[config.mk]
export PLATFORM = sky130hd
export DESIGN_NAME = alu_issue
export DESIGN_NICKNAME = d
export VERILOG_FILES = /design/src/rtl/alu_issue.sv
export SDC_FILE = /design/constraint.sdc
export NUM_CORES = 1
export LEC_CHECK = 0
export BUFFER_PORTS_ARGS = -buffer_cell sky130_fd_sc_hd__buf_2
export CORE_MARGIN = 1.5
export CORE_UTILIZATION = 35
export CTS_CLUSTER_DIAMETER = 80
export CTS_CLUSTER_SIZE = 40
export DETAILED_ROUTE_END_ITERATION = 10
export GPL_TIMING_DRIVEN = 0
export PLACE_DENSITY = 0.61
export SLEW_MARGIN = 5
export SYNTH_ARGS = -nofsm -noshare
export SYNTH_HDL_FRONTEND = slang
export SYNTH_SLANG_ARGS = --single-unit
[constraint.sdc]
create_clock -name clk -period 5.7 [get_ports clk]
set_clock_uncertainty 0.2 [all_clocks]
set_input_delay 1.71 -clock clk [delete_from_list [all_inputs] [get_ports clk]]
set_output_delay 1.71 -clock clk [all_outputs]
set_load 0.01 [all_outputs]
[src/rtl/alu_issue.sv]
// alu_issue: single-issue front end for an external multi-cycle ALU.
// Accepts RISC-V OP / OP-IMM instructions, reads the register file, drives
// registered operands and a start level to the ALU, waits for completion with
// a timeout, then writes the result back. Unsupported opcodes pulse illegal.
module alu_issue #(
   parameter int unsigned TIMEOUT = 16  // must be >= 1
) (
   input  logic        clk,
   input  logic        reset,
   // Instruction handshake
   input  logic        instr_valid,
   input  logic [31:0] instr,
   output logic        instr_ready,
   // Register-file read port (combinational data)
   output logic [4:0]  rf_raddr1,
   output logic [4:0]  rf_raddr2,
   input  logic [31:0] rf_rdata1,
   input  logic [31:0] rf_rdata2,
   // ALU interface
   output logic        alu_start,
   output logic [6:0]  alu_fun7,
   output logic [2:0]  alu_fun3,
   output logic [31:0] alu_rs1,
   output logic [31:0] alu_rs2,
   input  logic [31:0] alu_res,
   input  logic        alu_done,
   // Register-file write port
   output logic        wb_en,
   output logic [4:0]  wb_rd,
   output logic [31:0] wb_data,
   // Status
   output logic        busy,
   output logic        illegal,
   output logic        timeout_err
);

   localparam int unsigned CntW = $clog2(TIMEOUT + 1);
   localparam logic [6:0] OpcOp    = 7'b0110011;
   localparam logic [6:0] OpcOpImm = 7'b0010011;

   typedef enum logic [2:0] {
      StIdle,
      StOprd,
      StWait,
      StWb,
      StAbort
   } state_e;

   state_e           state_q, state_d;
   logic [31:0]      instr_q, instr_d;
   logic             start_q, start_d;
   logic [6:0]       fun7_q, fun7_d;
   logic [2:0]       fun3_q, fun3_d;
   logic [31:0]      rs1_q, rs1_d;
   logic [31:0]      rs2_q, rs2_d;
   logic [4:0]       wb_rd_q, wb_rd_d;
   logic [31:0]      wb_data_q, wb_data_d;
   logic             illegal_q, illegal_d;
   logic [CntW-1:0]  cnt_q, cnt_d;

   logic             transfer;
   logic             new_supported;
   logic             is_op;
   logic             is_shift;
   logic [31:0]      dec_rs2;
   logic [6:0]       dec_fun7;

   assign instr_ready   = (state_q == StIdle) && !reset;
   assign transfer      = instr_valid && instr_ready;
   assign new_supported = (instr[6:0] == OpcOp) || (instr[6:0] == OpcOpImm);

   assign is_op    = (instr_q[6:0] == OpcOp);
   assign is_shift = (instr_q[14:12] == 3'b001) || (instr_q[14:12] == 3'b101);

   // Second-operand and fun7 selection for the latched instruction.
   always_comb begin
      dec_rs2  = rf_rdata2;
      dec_fun7 = instr_q[31:25];
      if (is_op) begin
         // Register shifts only use the low five bits of rs2.
         if (is_shift) begin
            dec_rs2 = {27'b0, rf_rdata2[4:0]};
         end
      end else begin
         if (is_shift) begin
            dec_rs2 = {27'b0, instr_q[24:20]};
         end else begin
            // Immediate forms: fun7 bits belong to the immediate, so never subtract.
            dec_rs2  = {{20{instr_q[31]}}, instr_q[31:20]};
            dec_fun7 = 7'b0;
         end
      end
   end

   // Next-state and datapath-load decisions.
   always_comb begin
      state_d   = state_q;
      instr_d   = instr_q;
      start_d   = start_q;
      fun7_d    = fun7_q;
      fun3_d    = fun3_q;
      rs1_d     = rs1_q;
      rs2_d     = rs2_q;
      wb_rd_d   = wb_rd_q;
      wb_data_d = wb_data_q;
      illegal_d = 1'b0;
      cnt_d     = cnt_q;

      unique case (state_q)
         StIdle: begin
            if (transfer) begin
               instr_d = instr;
               if (new_supported) begin
                  state_d = StOprd;
               end else begin
                  illegal_d = 1'b1;
               end
            end
         end
         StOprd: begin
            rs1_d   = rf_rdata1;
            rs2_d   = dec_rs2;
            fun3_d  = instr_q[14:12];
            fun7_d  = dec_fun7;
            start_d = 1'b1;
            cnt_d   = '0;
            state_d = StWait;
         end
         StWait: begin
            // Completion takes priority over a coincident timeout.
            if (alu_done) begin
               wb_data_d = alu_res;
               wb_rd_d   = instr_q[11:7];
               start_d   = 1'b0;
               state_d   = StWb;
            end else if (cnt_q == CntW'(TIMEOUT - 1)) begin
               cnt_d   = cnt_q + CntW'(1);
               start_d = 1'b0;
               state_d = StAbort;
            end else begin
               cnt_d = cnt_q + CntW'(1);
            end
         end
         StWb: begin
            state_d = StIdle;
         end
         StAbort: begin
            state_d = StIdle;
         end
         default: begin
            state_d = StIdle;
         end
      endcase
   end

   // State and datapath registers; reset drops alu_start immediately.
   always_ff @(posedge clk or posedge reset) begin
      if (reset) begin
         state_q   <= StIdle;
         instr_q   <= '0;
         start_q   <= 1'b0;
         fun7_q    <= '0;
         fun3_q    <= '0;
         rs1_q     <= '0;
         rs2_q     <= '0;
         wb_rd_q   <= '0;
         wb_data_q <= '0;
         illegal_q <= 1'b0;
         cnt_q     <= '0;
      end else begin
         state_q   <= state_d;
         instr_q   <= instr_d;
         start_q   <= start_d;
         fun7_q    <= fun7_d;
         fun3_q    <= fun3_d;
         rs1_q     <= rs1_d;
         rs2_q     <= rs2_d;
         wb_rd_q   <= wb_rd_d;
         wb_data_q <= wb_data_d;
         illegal_q <= illegal_d;
         cnt_q     <= cnt_d;
      end
   end

   assign rf_raddr1   = instr_q[19:15];
   assign rf_raddr2   = instr_q[24:20];
   assign alu_start   = start_q;
   assign alu_fun7    = fun7_q;
   assign alu_fun3    = fun3_q;
   assign alu_rs1     = rs1_q;
   assign alu_rs2     = rs2_q;
   assign wb_en       = (state_q == StWb) && (wb_rd_q != 5'd0);
   assign wb_rd       = wb_rd_q;
   assign wb_data     = wb_data_q;
   assign busy        = (state_q != StIdle);
   assign illegal     = illegal_q;
   assign timeout_err = (state_q == StAbort);

endmodule

## Word-level counts from Yosys, hierarchy flattened

Cells that the tools add are included.

- $add $sub $neg: 1
- Equality and inequality tests: 14
- Multiplexer cells: 18
- Reductions and logical operators: 15

Operators with widths:

| operator | count |
|---|---|
| 32-bit 2-to-1 mux | 3 |
| 7-bit by 6-bit equality test with 1-bit output (second input constant) | 2 |
| 7-bit 2-to-1 mux | 2 |
| 3-bit 2-to-1 mux | 4 |
| 5-bit one-hot mux with 2 select lines | 1 |
| 3-bit one-hot mux with 3 select lines | 1 |
| 2-bit AND reduction | 4 |
| 7-bit by 5-bit equality test with 1-bit output (second input constant) | 1 |
| 3-bit by 1-bit equality test with 1-bit output (second input constant) | 2 |
| 3-bit by 2-bit equality test with 1-bit output (second input constant) | 2 |
| 3-bit equality test (second input constant) | 2 |
| 2-bit inequality test (second input constant) | 3 |
| 5-bit by 1-bit adder with 5-bit output (second input constant) | 1 |
| 5-bit by 4-bit equality test with 1-bit output (second input constant) | 1 |
| 1-bit 2-to-1 mux | 5 |
| 5-bit 2-to-1 mux | 1 |
| 5-bit nonzero test | 1 |
| 1-bit logical AND | 3 |
| 3-bit logical NOT | 1 |
| 3-bit inequality test (second input constant) | 1 |
| 3-bit AND reduction | 1 |
| 3-bit nonzero test | 1 |
| 1-bit logical OR | 2 |
| 1-bit one-hot mux with 2 select lines | 1 |
| 2 further kinds | 2 |

- Bits in registers: 153
- Input bits: 132
- Output and inout port bits: 127
- Word-level logic and storage cells: 59

## Logic depth before layout (Yosys ltp)

- Depth in word-level cells: 5
- Gate-level depth with buffers: 6
- Gate-level depth less buffers: 6

## Least setup slack after synthesis

Ideal clock, no wire load.

- Kind: input to register
- From: in reset
- To: reg instr_q[10]
- Setup time: 0.125 ns
- Data arrival time: 5.902 ns
- Required time: 5.375 ns
- Slack: -0.527 ns
- Cell stages on the path: 4
- Path buffers: 1
- Cells stage by stage: inv_1 > nand3b_4 > buf_6 > mux2_4

- Word-level cells in the longest chain between the ends: 4

Ends and longest elaborated chain:

| element | line | RTL |
|---|---|---|
| start: declaration | 9 | `input logic reset,` |
| 1-bit logical NOT (no line) | -- |  |
| 1-bit logical AND | 68 | `assign instr_ready = (state_q == StIdle) && !reset;` |
| 1-bit logical AND | 69 | `assign transfer = instr_valid && instr_ready;` |
| 2-bit AND reduction (no line) | -- |  |
| end signal: assignment | 172 | `instr_q <= instr_d;` |
| end: declaration | 50 | `logic [31:0] instr_q, instr_d;` |

Every way passes these cells.
A chain may end at the register's enable or synchronous reset.

## Worst setup path in the final report

- From: in reset
- To: out instr_ready

- Word-level cells in the longest chain between the ends: 2

Ends and longest elaborated chain:

| element | line | RTL |
|---|---|---|
| 1-bit logical NOT (no line) | -- |  |
| 1-bit logical AND | 68 |  |
| end: declaration | 13 | `output logic instr_ready,` |

Every way passes these cells.

==> flow_summary.json <==
{
  "timing_hold_violations_final": 0,
  "grt_pass1_wl_um": 27300,
  "floorplan.die.height_um": 139,
  "fillers": 1707,
  "cp_slowest_cell": "sky130_fd_sc_hd__buf_2",
  "power_switching_mw": 1.71,
  "post_cts.repair.setup_buffers": 0,
  "critical_path.cell_chain": "buf_2, nor2_1, buf_2",
  "drtAntennaViolNets": 0,
  "cts-buffers-inserted": 17,
  "combinational_family_with_the_most_area_after_synthesis": "simple AND/OR/NAND/NOR gates",
  "critPathCaptureType": "output pin",
  "cts_max_path_buffers": 2,
  "outcome": "finished, violations left",
  "synthesized_netlist_net_count": 699,
  "nets": 980,
  "setup_viol_count_final": 0,
  "numPortBuffers": 258,
  "vias": 5184,
  "num_rows": 49,
  "worstMarginPinSlew_ns": 0.675,
  "synth_simple_gate_area_share": 0.148,
  "synth_flop_cell": "sky130_fd_sc_hd__dfrtp_1",
  "io_pins": 259,
  "reg_power_frac": 0.384,
  "die_x_um": 139,
  "timing.rr.start": "state_q[0]$_DFFE_PP0P_",
  "path_category_of_the_worst_min_delay_check": "register to register",
  "area_fraction_in_compound_gates_after_synthesis": 0.0772,
  "drtIter0Drc": 325,
  "fin_hold_ws_ns": 0.268,
  "violations_in_the_final_reports": "DRC",
  "cp_data_arrival_time_ns": 2.05,
  "met2_usage": 0.289,
  "ys_seq_area_frac": 0.589,
  "use_met3": 0.0540,
  "placed_cell_area_um2": 8160,
  "sw_frac": 0.348,
  "synth-xor-area-share": 0,
  "multiInputGateArea_um2": 2380,
  "timing.critical_path.mode_cell": "sky130_fd_sc_hd__buf_2",
  "area_share_of_fa_ha_maj_cells_after_synthesis": 0.00385,
  "via_count_of_the_first_global_routing_pass": 5005,
  "post_route_standard_cell_area_excluding_fillers_um2": 8780,
  "setup.worst_path.start_class": "primary input",
  "wire_per_inst_um": 15.6,
  "crit_required_ns": 3.79,
  "report.final.slew_viol_count": 0,
  "busiest_layer": "met2",
  "final_min_period_over_clock_period": 0.695,
  "synth_cell_types": 40,
  "multiplexer_fraction_of_the_synthesized_cell_area": 0.138,
  "core_area_um2": 18100,
  "grt_max_degree": 40,
  "pint_mw": 3.20,
  "setup_repair_after_global_routing_missed_its_margin": "no",
  "wl_um": 17000,
  "cts_root_buffer": "sky130_fd_sc_hd__clkbuf_16",
  "number_of_hold_buffers_added_after_cts": 0,
  "cts_tree": "built",
  "async_reset_ff_frac": 1.00,
  "mappedNetlistArea_um2": 6490,
  "preCtsSetupSlack_ns": 1.74,
  "cell_pwr_density_nw_per_um2": 559,
  "postSynthAreaPerCell_um2": 11.5,
  "synth-edff-count": 0,
  "fp.dieArea_um2": 19400,
  "criticalPathCategory": "primary input to output pin",
  "final_layout_size_suffix_gt1_frac": 0.464,
  "worst_skew_pair.late_latency_ns": 0.42,
  "gpl.final_weighted_congestion": 0.772,
  "max-cap-violations": 0,
  "final.setup.worst_slack_ns": 1.74,
  "start_util": 0.359,
  "synth-seq-cells": 153,
  "dp.final_hpwl_um": 12700,
  "clkPwrFrac": 0.242,
  "holdCritStartpoint": "alu_rs1[15]$_DFFE_PP0P_",
  "synthesis.yosys.warnings": 0,
  "average_via_count_per_standard_cell": 4.76,
  "synthesis.instances": 565,
  "syn_to_final_growth_pct": 35.2,
  "overall_routing_resource_usage": 0.180,
  "max-vdd-ir-drop_uv": 236,
  "cts_num_sinks": 153,
  "critPathMaxStageDelay_ns": 0.13,
  "period_needed_ns": 3.96,
  "combinationalPowerShare": 0.373,
  "headroom_to_the_max_slew_limit": 0.546,
  "clk_transition_reported_paths_ns": 0.06,
  "drc_errors": 20,
  "h-tree-depth": 4,
  "cts_repair_resize_count": 0,
  "cellLeakagePower_nw": 4.48,
  "crit_buf_inv": 2,
  "global_route.overflow_total": 0,
  "cp_max_fo": 3,
  "critical_path.startpoint": "reset",
  "maximum_clock_frequency_mhz": 252,
  "initial_antenna_violation_count": 1,
  "drtPass1Iterations": 8,
  "cpLargestDelayFamily": "buffers and inverters",
  "final_core_util": 0.486,
  "final-seq-area_um2": 3830,
  "use_met1": 0.232
}
==> flip-flops by register name (all words and copies together), names as in the netlist, 3 cells and up <==
| register | cells |
|---|---|
| alu_rs1 | 32 |
| alu_rs2 | 32 |
| instr_q | 32 |
| wb_data | 32 |
| alu_fun7 | 7 |
| cnt_q | 5 |
| wb_rd | 5 |
| alu_fun3 | 3 |
| state_q | 3 |
==> kinds of logic after synthesis <==
family | Yosys count
AOI/OAI and AO/OA | 72
adders and majority gates | 2
buffers and inverters | 54
DFF | 153
muxes | 70
and+or+nand+nor | 214
==> worst paths after layout <==
kind                                      endpoint  slack (ns)  depth (start not counted)
max                                    instr_ready        1.74                          3
min reg2reg                alu_rs1[15]$_DFFE_PP0P_        0.27                          2
min in group asynchronous   instr_q[1]$_DFFE_PP0P_        1.08                          2
min                        alu_rs1[15]$_DFFE_PP0P_        0.27                          2
max reg2reg                wb_data[15]$_DFFE_PP0P_        3.58                          5
max in group asynchronous  alu_rs2[28]$_DFFE_PP0P_        3.44                          4
==> cells in the final DEF, fill, tap and decap left out, drive strengths merged, types with 3 or more instances in the layout <==
cell type    n
a21oi        4
a22oi        3
a31oi        7
buf        290
bufinv       3
clkbuf      38
clkinv       3
clkinvlp     3
dfrtp      153
inv         11
mux2        69
nand2      149
nand3       32
nor2         9
nor3b        6
o2111ai      7
o211ai      27
o21ai       14
o2bb2ai      3
or3b         3
==> cell usage after synthesis (all sizes together) (3+ instances only) <==
master   instances  area (um2)
inv              6        22.5
o21ai           14        70.1
a22oi            3        22.5
a31oi            7        43.8
clkbuf          20        75.1
nor2             9        33.8
o211ai          27         203
or3b             3        26.3
nand2          149         559
nand3           32         160
dfrtp          153        3830
o2bb2ai          3        26.3
mux2            69         886
o2111ai          7        61.3
nor3b            6        55.1
buf             28         184
a21oi            4        20.0
==> per-layer routing <==
layer	share of wire	wire length, um	vias to the layer above
met1	0.44	7450	2490
met3	0.060	1020	16
met5	0	0	-
met4	0.013	227	0
li1	-	-	2509
met2	0.49	8330	169
==> tightest hold or removal path, cell delays in order (launching register included) <==
cell and delay, ns:
sky130_fd_sc_hd__dfrtp_1 0.33, sky130_fd_sc_hd__nand2_1 0.05, sky130_fd_sc_hd__nand2_1 0.05
==> area by class of cell <==
| class | count | share of cell area |
|---|---|---|
| tap | 229 | 0.0326 |
| clock inverter | 14 | 0.0211 |
| timing repair buffer | 262 | 0.156 |
| sequential | 153 | 0.436 |
| clock buffer | 18 | 0.0500 |
| multi-input combinational | 358 | 0.272 |
| buffer | 48 | 0.0295 |
| antenna | 1 | 0.000285 |
| inverter | 6 | 0.00299 |
==> power groups by stage <==
stage	logic [mW]	registers (mW)	clock network [mW]
2_1_floorplan	0.965	2.05	0
3_3_place_gp	1.83	1.89	0
3_5_place_dp	1.86	1.91	0
4_1_cts	1.87	1.89	1.22
5_1_grt	2.02	1.96	1.27
6_report	1.83	1.89	1.19
==> metrics by stage <==
stage | cells | power, mW | setup TNS, ns
after floorplan | 565 | 3.02 | 0
after global placement | 1052 | 3.72 | -32.57
after detailed placement | 1056 | 3.77 | 0
after CTS | 1088 | 4.98 | 0
after global routing | 1089 | 5.25 | 0
final | 1089 | 4.91 | 0
Note: power is estimated with default switching activity, not from simulation.
